[src/rtl/march_pkg.sv]
// March C- element table and controller state encoding shared by the
// sequencer and its comparator.
package march_pkg;

    typedef enum logic [2:0] {
        ST_IDLE  = 3'd0,
        ST_SETUP = 3'd1,
        ST_RD    = 3'd2,
        ST_OP    = 3'd3,
        ST_DONE  = 3'd4
    } state_t;

    localparam int         NUM_ELEM  = 6;
    localparam logic [2:0] LAST_ELEM = 3'(NUM_ELEM - 1);

    // Address direction of an element: 1 = ascending, 0 = descending.
    function automatic logic dir(input logic [2:0] e);
        case (e)
            3'd3, 3'd4: dir = 1'b0;
            default:    dir = 1'b1;
        endcase
    endfunction

    function automatic logic has_read(input logic [2:0] e);
        case (e)
            3'd0:    has_read = 1'b0;
            default: has_read = 1'b1;
        endcase
    endfunction

    function automatic logic has_write(input logic [2:0] e);
        case (e)
            3'd0, 3'd1, 3'd2, 3'd3, 3'd4: has_write = 1'b1;
            default:                      has_write = 1'b0;
        endcase
    endfunction

    function automatic logic rd_bg(input logic [2:0] e);
        case (e)
            3'd2, 3'd4: rd_bg = 1'b1;
            default:    rd_bg = 1'b0;
        endcase
    endfunction

    function automatic logic wr_bg(input logic [2:0] e);
        case (e)
            3'd1, 3'd3: wr_bg = 1'b1;
            default:    wr_bg = 1'b0;
        endcase
    endfunction

endpackage

[src/rtl/march_ctrl_if.sv]
// Bundle between the March sequencer, the address generator and the
// memory under test.
interface march_ctrl_if #(
    parameter int Adr_size  = 4,
    parameter int Data_size = 8
);
    logic [Adr_size-1:0]  adress;
    logic                 c_out;
    logic                 rst_adr;
    logic                 pr_res_adr;
    logic                 enable;
    logic                 up_down;
    logic                 mem_re;
    logic                 mem_we;
    logic [Data_size-1:0] mem_wdata;
    logic [Data_size-1:0] mem_rdata;

    modport master (
        input  adress, c_out, mem_rdata,
        output rst_adr, pr_res_adr, enable, up_down, mem_re, mem_we, mem_wdata
    );

    modport slave (
        output adress, c_out, mem_rdata,
        input  rst_adr, pr_res_adr, enable, up_down, mem_re, mem_we, mem_wdata
    );
endinterface

[src/rtl/march_cmp.sv]
// Read-data comparator with a sticky fail flag that keeps the location
// of the first mismatch of a run.
module march_cmp #(
    parameter int Adr_size  = 4,
    parameter int Data_size = 8
) (
    input  logic                 clk,
    input  logic                 rst,
    input  logic                 cmp_en,
    input  logic                 clr,
    input  logic [Adr_size-1:0]  adress,
    input  logic [2:0]           element,
    input  logic [Data_size-1:0] mem_rdata,
    input  logic [Data_size-1:0] expected,
    output logic                 fail,
    output logic [Adr_size-1:0]  fail_adr,
    output logic [2:0]           fail_elem
);

    logic                fail_r;
    logic [Adr_size-1:0] fail_adr_r;
    logic [2:0]          fail_elem_r;
    logic                mismatch_s;

    assign mismatch_s = cmp_en && (mem_rdata != expected);

    // Capture only the first mismatch; later ones leave the record alone.
    always_ff @(posedge clk or posedge rst) begin
        if (rst) begin
            fail_r      <= 1'b0;
            fail_adr_r  <= '0;
            fail_elem_r <= 3'd0;
        end else if (clr) begin
            fail_r      <= 1'b0;
            fail_adr_r  <= '0;
            fail_elem_r <= 3'd0;
        end else if (mismatch_s && !fail_r) begin
            fail_r      <= 1'b1;
            fail_adr_r  <= adress;
            fail_elem_r <= element;
        end else begin
            fail_r      <= fail_r;
            fail_adr_r  <= fail_adr_r;
            fail_elem_r <= fail_elem_r;
        end
    end

    assign fail      = fail_r;
    assign fail_adr  = fail_adr_r;
    assign fail_elem = fail_elem_r;

endmodule

[src/rtl/march_ctrl.sv]
// March C- BIST sequencer: steps the address generator through the six
// elements, strobes the memory and reports done / first failure.
module march_ctrl
    import march_pkg::*;
#(
    parameter int Adr_size  = 4,
    parameter int Data_size = 8
) (
    input  logic                clk,
    input  logic                rst,
    input  logic                start,
    march_ctrl_if.master        bus,
    output logic                busy,
    output logic                done,
    output logic                fail,
    output logic [Adr_size-1:0] fail_adr,
    output logic [2:0]          fail_elem
);

    state_t                state_r, state_s;
    logic [2:0]            elem_r, elem_s;
    logic                  rst_adr_s, pr_res_adr_s, enable_s, up_down_s;
    logic                  mem_re_s, mem_we_s;
    logic [Data_size-1:0]  mem_wdata_s;
    logic                  cmp_en_s, clr_s;
    logic [Data_size-1:0]  expected_s;

    // State and element-index registers.
    always_ff @(posedge clk or posedge rst) begin
        if (rst) begin
            state_r <= ST_IDLE;
            elem_r  <= 3'd0;
        end else begin
            state_r <= state_s;
            elem_r  <= elem_s;
        end
    end

    // Next-state logic and Moore decode of the generator and memory strobes.
    always_comb begin
        state_s      = state_r;
        elem_s       = elem_r;
        rst_adr_s    = 1'b0;
        pr_res_adr_s = 1'b0;
        enable_s     = 1'b0;
        up_down_s    = 1'b0;
        mem_re_s     = 1'b0;
        mem_we_s     = 1'b0;
        mem_wdata_s  = '0;
        cmp_en_s     = 1'b0;
        clr_s        = 1'b0;
        case (state_r)
            ST_IDLE, ST_DONE: begin
                if (start) begin
                    state_s = ST_SETUP;
                    elem_s  = 3'd0;
                    clr_s   = 1'b1;
                end else begin
                    state_s = state_r;
                end
            end
            ST_SETUP: begin
                rst_adr_s    = dir(elem_r);
                pr_res_adr_s = !dir(elem_r);
                up_down_s    = dir(elem_r);
                state_s      = has_read(elem_r) ? ST_RD : ST_OP;
            end
            ST_RD: begin
                mem_re_s  = 1'b1;
                up_down_s = dir(elem_r);
                state_s   = ST_OP;
            end
            ST_OP: begin
                up_down_s   = dir(elem_r);
                enable_s    = 1'b1;
                mem_we_s    = has_write(elem_r);
                mem_wdata_s = has_write(elem_r) ? {Data_size{wr_bg(elem_r)}} : '0;
                cmp_en_s    = has_read(elem_r);
                // c_out marks the element's last address; the step taken here is discarded.
                if (bus.c_out) begin
                    if (elem_r == LAST_ELEM) begin
                        state_s = ST_DONE;
                    end else begin
                        state_s = ST_SETUP;
                        elem_s  = elem_r + 3'd1;
                    end
                end else begin
                    state_s = has_read(elem_r) ? ST_RD : ST_OP;
                end
            end
            default: begin
                state_s = ST_IDLE;
                elem_s  = 3'd0;
            end
        endcase
    end

    assign expected_s = {Data_size{rd_bg(elem_r)}};

    march_cmp #(
        .Adr_size  (Adr_size),
        .Data_size (Data_size)
    ) u_cmp (
        .clk       (clk),
        .rst       (rst),
        .cmp_en    (cmp_en_s),
        .clr       (clr_s),
        .adress    (bus.adress),
        .element   (elem_r),
        .mem_rdata (bus.mem_rdata),
        .expected  (expected_s),
        .fail      (fail),
        .fail_adr  (fail_adr),
        .fail_elem (fail_elem)
    );

    assign bus.rst_adr    = rst_adr_s;
    assign bus.pr_res_adr = pr_res_adr_s;
    assign bus.enable     = enable_s;
    assign bus.up_down    = up_down_s;
    assign bus.mem_re     = mem_re_s;
    assign bus.mem_we     = mem_we_s;
    assign bus.mem_wdata  = mem_wdata_s;

    assign busy = (state_r == ST_SETUP) || (state_r == ST_RD) || (state_r == ST_OP);
    assign done = (state_r == ST_DONE);

endmodule

[src/flat_wrapper.sv]
// flat-port wrapper written by rule: the top's interface ports become plain ports
module march_ctrl_flat import march_pkg::*;
#(
    parameter int Adr_size  = 4,
    parameter int Data_size = 8
)
  (clk, rst, start, busy, done, fail, fail_adr, fail_elem, bus_adress, bus_c_out, bus_mem_rdata, bus_rst_adr, bus_pr_res_adr, bus_enable, bus_up_down, bus_mem_re, bus_mem_we, bus_mem_wdata);
  march_ctrl_if #(.Adr_size(Adr_size), .Data_size(Data_size)) bus_i ();
  input  logic clk;
  input  logic rst;
  input  logic start;
  output logic busy;
  output logic done;
  output logic fail;
  output logic [Adr_size-1:0] fail_adr;
  output logic [2:0] fail_elem;
  input wire logic [$bits(bus_i.adress)-1:0] bus_adress;
  input wire logic [$bits(bus_i.c_out)-1:0] bus_c_out;
  input wire logic [$bits(bus_i.mem_rdata)-1:0] bus_mem_rdata;
  output wire logic [$bits(bus_i.rst_adr)-1:0] bus_rst_adr;
  output wire logic [$bits(bus_i.pr_res_adr)-1:0] bus_pr_res_adr;
  output wire logic [$bits(bus_i.enable)-1:0] bus_enable;
  output wire logic [$bits(bus_i.up_down)-1:0] bus_up_down;
  output wire logic [$bits(bus_i.mem_re)-1:0] bus_mem_re;
  output wire logic [$bits(bus_i.mem_we)-1:0] bus_mem_we;
  output wire logic [$bits(bus_i.mem_wdata)-1:0] bus_mem_wdata;
  assign bus_i.adress = bus_adress;
  assign bus_i.c_out = bus_c_out;
  assign bus_i.mem_rdata = bus_mem_rdata;
  assign bus_rst_adr = bus_i.rst_adr;
  assign bus_pr_res_adr = bus_i.pr_res_adr;
  assign bus_enable = bus_i.enable;
  assign bus_up_down = bus_i.up_down;
  assign bus_mem_re = bus_i.mem_re;
  assign bus_mem_we = bus_i.mem_we;
  assign bus_mem_wdata = bus_i.mem_wdata;
  march_ctrl #(.Adr_size(Adr_size), .Data_size(Data_size)) u_core (.clk(clk), .rst(rst), .start(start), .bus(bus_i), .busy(busy), .done(done), .fail(fail), .fail_adr(fail_adr), .fail_elem(fail_elem));
endmodule
[config.mk]
export PLATFORM = sky130hd
export DESIGN_NAME = march_ctrl_flat
export DESIGN_NICKNAME = d
export VERILOG_FILES = /design/src/rtl/march_pkg.sv /design/src/rtl/march_ctrl_if.sv /design/src/rtl/march_cmp.sv /design/src/rtl/march_ctrl.sv /design/src/flat_wrapper.sv
export SDC_FILE = /design/constraint.sdc
export NUM_CORES = 1
export LEC_CHECK = 0
export ABC_AREA = 1
export ABC_CLOCK_PERIOD_IN_PS = 2300
export CAP_MARGIN = 20
export CORE_AREA = 2 2 51 53
export DETAILED_ROUTE_END_ITERATION = 12
export DIE_AREA = 0 0 53 55
export PLACE_DENSITY = 0.76
export RECOVER_POWER = 100
export SLEW_MARGIN = 20
export SYNTH_ARGS = -nofsm -noshare
export SYNTH_HDL_FRONTEND = slang
export SYNTH_SLANG_ARGS = --single-unit
[constraint.sdc]
create_clock -name clk -period 2.3 [get_ports clk]
set_clock_uncertainty 0.2 [all_clocks]
set_input_delay 0.23 -clock clk [delete_from_list [all_inputs] [get_ports clk]]
set_output_delay 0.23 -clock clk [all_outputs]
set_load 0.01 [all_outputs]
==> results.tsv <==
metric	value	unit
status	complete, no violations	
clock-pin slew on the worst setup and hold paths	0.09	ns
area leader, netlist	dfrtp_1	
WP data required	1.87	ns
syn nets	146	
CP Capture Type	output port	
Power Dens Cells	1110	nW/µm²
drt drc	0	
Max Clock Freq	466	MHz
width of the die	53	µm
total global routing track utilization	16.8	%
row count	18	
cells after synthesis	125	
kind of critical path	reg2out	
Avg Synthesized Cell Area	7.59	µm²
register bit total from synthesis	14	
root buf cell	clkbuf_4	
crit-path max cell delay	0.38	ns
Max Root-Sink Buffers	2	
sequential fraction of the synthesis area	36.9	%
leak pwr	0.662	nW
Post-Layout Inst Area	1320	µm²
Tot Pwr	1.46	mW
remaining global-route overflow	0	
DRT Wirelength	2200	µm
first drt pass iteration count	4	
Area after DPL	1330	µm²
Iter 0 DRT Violations	17	
Die Span Y	55	µm
port bufs	39	
area of the core	2360	µm²
RSZ-0062 raised after global routing	no	
latest clock arrival within the worst-skew pair	0.28	ns
Critical Path AT	1.72	ns
vias in the first global route	824	
Fin. Hold Viols	0	
CTS tree	yes	
Top Ports	40	
Tcrit/Tclk final	93.3	%
NumNets Final	186	
synth top area cells	dfrtp_1 (37%), nand2_1 (9.9%), inv_1 (6.7%), ha_1 (6.6%), buf_4 (5.5%)	
Pins Over Slew Limit	0	
peak supply drop	0.675	mV
Critical Path Most Common Cell	ha_1	
antenna violations before repair	0	
number of buffers created by CTS	3	
layout cells sized above 1	13.4	%
hold_ws	0.217	ns
H-Tree Depth	1	
Slew Limit Headroom	64.8	%
P&R area growth vs syn	38.7	%
Detail Route Antenna Nets	0	
Max Cap Viol	0	
Detail Placement HPWL	1770	µm
Slew @ Worst Pin	0.528	ns
Post-Syn Area	948	µm²
Min-Delay Path Class	in2async	
Final Setup Violations	0	
Starting Density	40.1	%
largest net degree at the start of global routing	15	
via/cell ratio	4.62	
RD Place Congestion	0.902	
Worst Setup Start Kind	flop	
Hold Buf Count CTS	0	
vias	896	
Die Area	2920	µm²
# diodes	0	
Synth cell types	24	
WL/cell	11.3	µm
Clock Sinks	14	
first-pass GRT wire length	3580	µm
slowest CP cell	dfrtp_1	
Ys Warns	0	
worst path cell trace	buf_4 -> ha_1 -> ha_1 -> a21oi_2 -> or2_1 -> inv_1 -> clkbuf_2	
CP Max Fanout	8	
min Tclk post-route	2.15	ns
area share of the largest cell type after synthesis	36.9	%
## layout make-up
class | instances | area, µm²
fillers | 230 | 1050
multi-input cells | 85 | 460
well taps | 30 | 37.5
inverters | 19 | 71.3
clock buffers | 4 | 36.3
flip-flops and latches | 14 | 350
repair buffers | 42 | 359
## cell usage in the layout, fill, tap and decap left out
cell type and count:
nand2_1 25, inv_1 17, clkdlybuf4s50_1 15, nor2_1 14, dfrtp_1 14, nand3_1 12, dlygate4sd3_1 12, nand4_1 7
clkbuf_2 5, o21ai_0 4, a21oi_1 4, ha_1 4, clkbuf_1 4, clkbuf_4 3, dlygate4sd2_1 3, buf_4 3
inv_2 2, nand2_2 2, nor2_4 2, nor3_1 2, a21oi_2 2, nand2_4 1, o21a_1 1, or2_1 1
o22ai_1 1, o21ai_1 1, or2_0 1, ha_2 1, clkbuf_8 1
## timing repair
item	CTS	global route
setup endpoints to repair	12	10
pin swaps	0	0
setup buffers	2	0
gates resized for setup	12	18
## layer usage
metal / up-vias / track usage [%] / share of wire [%]
met5: - / 0 / 0
met4: 0 / 6.41 / 0.86
met3: 2 / 2.42 / 2.4
met2: 18 / 29.4 / 51
met1: 402 / 21.2 / 46
li1: 474 / - / -
## cell usage after synthesis, drive strengths merged
master / instances
nand3: 12
o21ai: 5
nor2: 16
nor3: 2
or2: 2
nand2: 28
nand4: 7
ha: 5
a21oi: 6
buf: 7
dfrtp: 14
o22ai: 1
o21a: 1
inv: 19
## kinds of logic (layout without fill, tap and decap cells)
family / after synthesis / in the layout / share of synthesized area (%)
and+or+nand+nor: 67 / 67 / 35.8
DFF: 14 / 14 / 36.9
buffers and inverters: 26 / 65 / 13.1
AOI/OAI and AO/OA: 13 / 13 / 7.65
adders and majority gates: 5 / 5 / 6.60
## registers in the layout (all words and copies together), names as in the netlist
name and count:
u_core.u_cmp.fail 1, u_core.elem_r 3, u_core.u_cmp.fail_adr 4, u_core.u_cmp.fail_elem 3, u_core.state_r 3
## power breakdown
group          total (mW)  switching, mW  leakage (nW)  internal [mW]
Combinational       0.889          0.501         0.460          0.388
Sequential          0.391         0.0561         0.181          0.335
Clock               0.178         0.0813        0.0210         0.0963
Total                1.46          0.638         0.662          0.819
## per-stage QoR
stage               worst slack (ns)  setup TNS (ns)  cells  util (%)
floorplan                      0.575               0    125         -
global placement               0.136               0    188      56.3
detailed placement            0.0729               0    188      56.3
CTS                         -0.00198        -0.00297    194      58.0
global route                 0.00493               0    194      55.6
finish                         0.155               0    194      55.6
## worst max-delay path: cells and delay by family, from the launching register on
| family | cells | cell delay, ns |
|---|---|---|
| and+or+nand+nor | 1 | 0.12 |
| buffers and inverters | 3 | 0.41 |
| adders and majority gates | 2 | 0.39 |
| AOI/OAI and AO/OA | 1 | 0.13 |
| DFF | 1 | 0.38 |
## final timing paths
check / depth (start not counted) / startpoint / end / slack (ns)
hold / removal: 2 / rst / u_core.state_r[0]$_DFFE_PP0P_ / 0.22
min in group clk: 2 / u_core.u_cmp.fail_adr[0]$_DFFE_PP0P_ / u_core.u_cmp.fail_adr[0]$_DFFE_PP0P_ / 0.30
max in group asynchronous: 2 / rst / u_core.u_cmp.fail_adr[0]$_DFFE_PP0P_ / 1.33
setup reg to reg: 8 / u_core.elem_r[1]$_DFFE_PP0P_ / u_core.u_cmp.fail_elem[0]$_DFFE_PP0P_ / 0.34
hold reg to reg: 2 / u_core.u_cmp.fail_adr[0]$_DFFE_PP0P_ / u_core.u_cmp.fail_adr[0]$_DFFE_PP0P_ / 0.30
setup / recovery: 7 / u_core.elem_r[0]$_DFFE_PP0P_ / bus_mem_wdata[2] / 0.15
Power figures use the tool's default switching activity.
